==> src/rtl/fifo_link_pkg.sv <==
// Shared types and helpers for the credit-flow-controlled FIFO link.
package fifo_link_pkg;

    typedef enum logic [1:0] {RUN, DRAIN, DONE} link_state_t;

    function automatic int credit_width(int credits);
        return $clog2(credits + 1);
    endfunction

endpackage

==> src/rtl/fifo_if_t.sv <==
// FWFT FIFO read-side bundle: head word, head valid and pop strobe.
interface fifo_if_t #(
    parameter int unsigned WIDTH = 64
);
    logic [WIDTH-1:0] data;
    logic             data_vld;
    logic             read;

    modport slave  (input data, input data_vld, output read);
    modport master (output data, output data_vld, input read);
endinterface

==> src/rtl/pipe_delay_line.sv <==
// Valid+data shift chain of LEVEL stages; only the valid bits and stage 0 data are reset.
module pipe_delay_line #(
    parameter int unsigned WIDTH = 64,
    parameter int unsigned LEVEL = 3
) (
    input  logic             clk,
    input  logic             rst_n,
    input  logic             in_vld,
    input  logic [WIDTH-1:0] in_data,
    output logic             out_vld,
    output logic [WIDTH-1:0] out_data,
    output logic             busy
);

    logic [LEVEL-1:0] vld_q;
    logic [WIDTH-1:0] head_q;

    always_ff @(posedge clk or negedge rst_n) begin
        if (!rst_n) begin
            vld_q <= '0;
        end else begin
            vld_q[0] <= in_vld;
            for (int i = 1; i < LEVEL; i++) begin
                vld_q[i] <= vld_q[i-1];
            end
        end
    end

    // Stage 0 reset value flushes zeros down the unreset tail while rst_n is held.
    always_ff @(posedge clk or negedge rst_n) begin
        if (!rst_n) begin
            head_q <= '0;
        end else if (in_vld) begin
            head_q <= in_data;
        end
    end

    generate
        if (LEVEL == 1) begin : g_single
            assign out_data = head_q;
        end else begin : g_chain
            logic [WIDTH-1:0] tail_q [LEVEL-1];

            always_ff @(posedge clk) begin
                tail_q[0] <= head_q;
                for (int i = 1; i < LEVEL - 1; i++) begin
                    tail_q[i] <= tail_q[i-1];
                end
            end

            assign out_data = tail_q[LEVEL-2];
        end
    endgenerate

    assign out_vld = vld_q[LEVEL-1];
    assign busy    = |vld_q;

endmodule

==> src/rtl/fifo_credit_writer.sv <==
// Credit-flow-controlled transmit end of a pipelined FIFO link, with flush handshake.
// Define FIFO_CREDIT_CHECK_EN to add the sticky credit_err overflow flag and pop assertion.
module fifo_credit_writer
    import fifo_link_pkg::*;
#(
    parameter int unsigned  DATA_WIDTH = 64,
    parameter int unsigned  PIPE_LEVEL = 3,
    parameter int unsigned  CREDITS    = 8,
    localparam int unsigned CNT_W      = credit_width(CREDITS)
) (
    input  logic                  clk,
    input  logic                  rst_n,
    fifo_if_t.slave               s_fifo,
    output logic [DATA_WIDTH-1:0] m_data,
    output logic                  m_vld,
    input  logic                  credit_in,
    input  logic                  flush_req,
    output logic                  flush_done,
    output logic [CNT_W-1:0]      credits
`ifdef FIFO_CREDIT_CHECK_EN
    ,
    output logic                  credit_err
`endif
);

    localparam logic [CNT_W-1:0] CREDITS_FULL = CNT_W'(CREDITS);

    link_state_t      state_q, state_d;
    logic [CNT_W-1:0] credits_q, credits_d;
    logic             flush_done_q;
    logic             send;
    logic             pipe_busy;

    // rst_n term keeps the pop strobe low while reset is held.
    assign send = rst_n && (state_q == RUN) && !flush_req && s_fifo.data_vld &&
                  (credits_q != '0);
    assign s_fifo.read = send;

    always_comb begin
        credits_d = credits_q;
        if (send && !credit_in) begin
            credits_d = credits_q - CNT_W'(1);
        end else if (credit_in && !send && (credits_q != CREDITS_FULL)) begin
            credits_d = credits_q + CNT_W'(1);
        end
    end

    always_comb begin
        state_d = state_q;
        unique case (state_q)
            RUN: begin
                if (flush_req) state_d = DRAIN;
            end
            DRAIN: begin
                if (!flush_req) begin
                    state_d = RUN;
                end else if ((credits_q == CREDITS_FULL) && !pipe_busy) begin
                    state_d = DONE;
                end
            end
            DONE: begin
                if (!flush_req) state_d = RUN;
            end
            default: state_d = RUN;
        endcase
    end

    always_ff @(posedge clk or negedge rst_n) begin
        if (!rst_n) begin
            state_q      <= RUN;
            credits_q    <= CREDITS_FULL;
            flush_done_q <= 1'b0;
        end else begin
            state_q      <= state_d;
            credits_q    <= credits_d;
            flush_done_q <= (state_d == DONE);
        end
    end

    pipe_delay_line #(
        .WIDTH (DATA_WIDTH),
        .LEVEL (PIPE_LEVEL)
    ) u_fwd_pipe (
        .clk      (clk),
        .rst_n    (rst_n),
        .in_vld   (send),
        .in_data  (s_fifo.data),
        .out_vld  (m_vld),
        .out_data (m_data),
        .busy     (pipe_busy)
    );

    assign credits    = credits_q;
    assign flush_done = flush_done_q;

`ifdef FIFO_CREDIT_CHECK_EN
    logic credit_err_q;

    always_ff @(posedge clk or negedge rst_n) begin
        if (!rst_n) begin
            credit_err_q <= 1'b0;
        end else if (credit_in && (credits_q == CREDITS_FULL)) begin
            credit_err_q <= 1'b1;
        end
    end

    assign credit_err = credit_err_q;

    pop_needs_valid: assert property (@(posedge clk) disable iff (!rst_n)
        s_fifo.read |-> s_fifo.data_vld);
`endif

endmodule
==> src/flat_wrapper.sv <==
// flat-port wrapper written by rule: the top's interface ports become plain ports
module fifo_credit_writer_flat import fifo_link_pkg::*;
#(
    parameter int unsigned  DATA_WIDTH = 64,
    parameter int unsigned  PIPE_LEVEL = 3,
    parameter int unsigned  CREDITS    = 8,
    localparam int unsigned CNT_W      = credit_width(CREDITS)
)
  (clk, rst_n, m_data, m_vld, credit_in, flush_req, flush_done, credits, s_fifo_data, s_fifo_data_vld, s_fifo_read);
  fifo_if_t s_fifo_i ();
  input  logic clk;
  input  logic rst_n;
  output logic [DATA_WIDTH-1:0] m_data;
  output logic m_vld;
  input  logic credit_in;
  input  logic flush_req;
  output logic flush_done;
  output logic [CNT_W-1:0] credits;
  input wire logic [$bits(s_fifo_i.data)-1:0] s_fifo_data;
  input wire logic [$bits(s_fifo_i.data_vld)-1:0] s_fifo_data_vld;
  output wire logic [$bits(s_fifo_i.read)-1:0] s_fifo_read;
  assign s_fifo_i.data = s_fifo_data;
  assign s_fifo_i.data_vld = s_fifo_data_vld;
  assign s_fifo_read = s_fifo_i.read;
  fifo_credit_writer #(.DATA_WIDTH(DATA_WIDTH), .PIPE_LEVEL(PIPE_LEVEL), .CREDITS(CREDITS)) u_core (.clk(clk), .rst_n(rst_n), .s_fifo(s_fifo_i), .m_data(m_data), .m_vld(m_vld), .credit_in(credit_in), .flush_req(flush_req), .flush_done(flush_done), .credits(credits));
endmodule
==> config.mk <==
export PLATFORM = sky130hd
export DESIGN_NAME = fifo_credit_writer_flat
export DESIGN_NICKNAME = d
export VERILOG_FILES = /design/src/rtl/fifo_link_pkg.sv /design/src/rtl/fifo_if_t.sv /design/src/rtl/pipe_delay_line.sv /design/src/rtl/fifo_credit_writer.sv /design/src/flat_wrapper.sv
export SDC_FILE = /design/constraint.sdc
export NUM_CORES = 1
export LEC_CHECK = 0
export ABC_AREA = 1
export CAP_MARGIN = 20
export CORE_UTILIZATION = 53
export DETAILED_ROUTE_END_ITERATION = 10
export PLACE_DENSITY_LB_ADDON = 0.05
export RECOVER_POWER = 100
export SYNTH_ARGS = -nofsm -noshare
export SYNTH_HDL_FRONTEND = slang
export SYNTH_SLANG_ARGS = --single-unit
==> constraint.sdc <==
create_clock -name clk -period 4.2 [get_ports clk]
set_clock_uncertainty 0.15 [all_clocks]
set_input_delay 0.84 -clock clk [delete_from_list [all_inputs] [get_ports clk]]
set_output_delay 0.84 -clock clk [all_outputs]
set_load 0.05 [all_outputs]
==> flow_metrics.py <==
metrics = {
    "run_status": {
        "status": "finished, violations left",
        "violations": "max-capacitance violations, max-slew violations",
    },
    "sta": {
        "hold_violations": 0,
        "rsz0062_at_grt": "no",
        "worst_slew_pin_slew_ps": 1850,
        "drv_slew": 75,
        "fin_crit_ps": 3460,
        "max_freq_mhz": 289,
        "relSlewSlack_pct": -23.2,
        "setup-tns-final_ps": 0,
        "setup_violations": 0,
        "fin_crit_sh_pct": 82.3,
        "holdWs_ps": 174,
    },
    "logic_synthesis": {
        "synth_fp_nets": 598,
        "yosys_warnings": 0,
        "avgSynthCellArea_um2": 11.4,
        "syn_area_um2": 6020,
        "synthCells": 528,
        "synth.distinct_cells": 23,
        "ys_ff_latch": 202,
        "seq_area_frac_synth_pct": 73.3,
    },
    "routing": {
        "antenna_left": 0,
        "routed_wl_um": 10100,
        "wl_per_cell_um": 13.2,
        "via_per_inst": 4.52,
        "via_count": 3461,
        "firstDrtPassIters": 4,
        "drc": 0,
        "drt-initial-drc-count": 150,
    },
    "worst_setup_path": {
        "crit_path_max_fanout": 5,
        "end_kind": "output pin",
        "slowest_stage": "dlygate4sd3_1",
        "reg2reg_from": "u_core.credits[1]",
        "r2r_end": "u_core.credits[3]",
        "r2r_slack_ps": 1430,
        "path_cells": "dlygate4sd3_1 > inv_1 > nand2_1 > nor2_1 > nand2_2 > inv_1 > clkbuf_1",
        "arrival_ps": 2470,
        "max_stage_delay_ps": 570,
        "worst_r2r_path_depth": 9,
        "crit_top_cell": "inv_1",
        "cp-startpoint": "flush_req",
        "crit_path_end": "s_fifo_read",
        "path_buf_inv": 4,
        "crit_path_start_kind": "primary input",
        "cp_num_cells": 7,
        "crit_type": "in -> out",
        "worstPathRequired_ps": 3210,
        "critPathTopFamily": "buffers and inverters",
    },
    "clock_tree": {
        "cts_buffer_depth": 3,
        "numCtsBuffers": 19,
        "clk_pin_slew_worst_paths_ps": 60,
        "insertion_delay_ps": 460,
        "post_cts_buffers": 0,
        "cts.sinks": 202,
        "htreeDepth": 1,
        "ctsHoldBuffers": 0,
        "cts_tree": "built",
        "ctsResizeCount": 0,
        "cts_root_buf": "clkbuf_16",
    },
    "global_route": {
        "grt_pass1_vias": 3463,
        "use_met1_pct": 21.5,
        "grt_pass1_wl_um": 16200,
        "gr-usage-all-layers_pct": 17.9,
        "grt_max_degree": 75,
        "antenna_found_initial": 0,
        "globalRouteMet2Util_pct": 31.2,
        "overflow": 0,
        "grt_use_met3_pct": 4.94,
        "busiest_layer": "met2",
    },
    "floorplan": {
        "start_util_pct": 55.1,
        "die_w_um": 109,
        "io_pins": 140,
        "rows": 38,
        "core_um2": 10900,
        "die-area_um2": 11800,
        "die_h_um": 109,
    },
    "power": {
        "vdd_ir_drop_max_uv": 567,
        "p_switching_w": 0.00254,
        "swShare_pct": 35.9,
        "pwr-share-seq_pct": 45.2,
        "internal_power_w": 0.00452,
        "power_frac_clock_pct": 23.8,
        "power_frac_comb_pct": 31.0,
        "leakagePower_nw": 3.65,
        "power_density_nw_per_um2": 929,
    },
    "job": {
        "drv_cap": 1,
    },
    "final_layout": {
        "area_growth_pct": 26.3,
        "drive_gt1_share_pct": 6.24,
        "nNetsFinal": 683,
        "antenna_cells": 0,
        "fill_cells": 845,
    },
    "placed_design": {
        "hpwl_um": 6320,
        "gp_congestion": 0.738,
        "placement.io_buffers": 139,
    },
    "hold_path": {
        "hp-class": "reg -> reg",
    },
}
[layout by cell type (no fill, tap or decap), types with 3 or more instances in the layout]
master	instances
clkbuf_16	21
nand2_1	207
inv_1	9
clkbuf_8	3
clkbuf_2	3
clkdlybuf4s50_1	66
nor2_1	11
nand4_1	3
dfrtp_1	73
clkbuf_1	5
dfxtp_1	128
clkinv_2	4
nand3_1	4
dlygate4sd3_1	71
[per-stage QoR]
stage	total power [W]	instance area (um2)	cells	worst slack (ps)	utilization [%]
5_1_grt	0.00742	7610	765	627	69.6
2_1_floorplan	0.00511	6020	528	1650	-
3_5_place_dp	0.00557	7010	732	1190	64.1
4_1_cts	0.00728	7650	765	1320	69.9
3_3_place_gp	0.00550	7010	732	1290	64.1
6_report	0.00706	7610	765	743	69.6
[worst reg2reg max path, delay by kind of cell (launching register included)]
kind	cells	cell delay, ps
flops	1	450
simple gates	8	1070
buf+inv	1	1020
[synthesized netlist by cell type, drive strengths merged]
cell	instances	area [um2]
nand2	209	792
dfxtp	128	2560
buf	78	609
dfrtp	73	1830
nor2	11	51.3
inv	10	37.5
nand3	6	40.0
nand4	3	18.8
a21oi	2	10.0
o21ai	2	10.0
and2	1	6.26
dfstp	1	26.3
ha	1	12.5
nor3	1	5.00
nor4	1	6.26
xor2	1	8.76
[logic make-up (layout without fill, tap and decap cells)]
| family | count (synthesis) | in the layout | synth area share [%] |
|---|---|---|---|
| buf+inv | 88 | 185 | 10.7 |
| compound gates | 4 | 4 | 0.332 |
| flops | 202 | 202 | 73.3 |
| fa+ha+maj | 1 | 1 | 0.208 |
| simple gates | 232 | 232 | 15.3 |
| xor+xnor | 1 | 1 | 0.145 |
[worst min path at each step]
stage                                                        from                                        to  slack, ps  cells after the start
after floorplan           u_core.u_fwd_pipe.g_chain.tail_q[0][36]  u_core.u_fwd_pipe.g_chain.tail_q[0][100]        160                      0
after CTS                 u_core.u_fwd_pipe.g_chain.tail_q[0][59]  u_core.u_fwd_pipe.g_chain.tail_q[0][123]        170                      0
final                     u_core.u_fwd_pipe.g_chain.tail_q[0][59]  u_core.u_fwd_pipe.g_chain.tail_q[0][123]        170                      0
after global routing      u_core.u_fwd_pipe.g_chain.tail_q[0][51]  u_core.u_fwd_pipe.g_chain.tail_q[0][115]        180                      0
after global placement    u_core.u_fwd_pipe.g_chain.tail_q[0][29]   u_core.u_fwd_pipe.g_chain.tail_q[0][93]        160                      0
after detailed placement  u_core.u_fwd_pipe.g_chain.tail_q[0][46]  u_core.u_fwd_pipe.g_chain.tail_q[0][110]        160                      0
[state kept, by name, indices dropped and copies added (netlist names)]
signal and cells:
u_core.u_fwd_pipe.g_chain.tail_q 128, u_core.u_fwd_pipe.head_q 64, u_core.credits 4, u_core.u_fwd_pipe.vld_q 3, u_core.state_q 2, u_core.flush_done 1
[power groups by stage]
stage / registers, W / logic, W / clock network (W)
2_1_floorplan: 0.00320 / 0.00191 / 0
3_3_place_gp: 0.00320 / 0.00229 / 0
3_5_place_dp: 0.00325 / 0.00232 / 0
4_1_cts: 0.00322 / 0.00233 / 0.00172
5_1_grt: 0.00330 / 0.00232 / 0.00180
6_report: 0.00320 / 0.00219 / 0.00168
[area by class of cell]
cell class / count / area (um2) / share of cell area [%]
timing repair buffer: 142 / 1390 / 18.3
sequential: 202 / 4420 / 58.1
clock inverter: 6 / 57.6 / 0.757
multi-input combinational: 238 / 948 / 12.5
clock buffer: 27 / 578 / 7.60
tap: 140 / 175 / 2.30
inverter: 10 / 37.5 / 0.494
[layer usage]
| metal | wire length, um | share of wire [%] |
|---|---|---|
| met1 | 4140 | 41 |
| met2 | 5090 | 50 |
| met3 | 736 | 7.3 |
| met4 | 120 | 1.2 |
| met5 | 0 | 0 |
(Power assumes the default switching activity.)
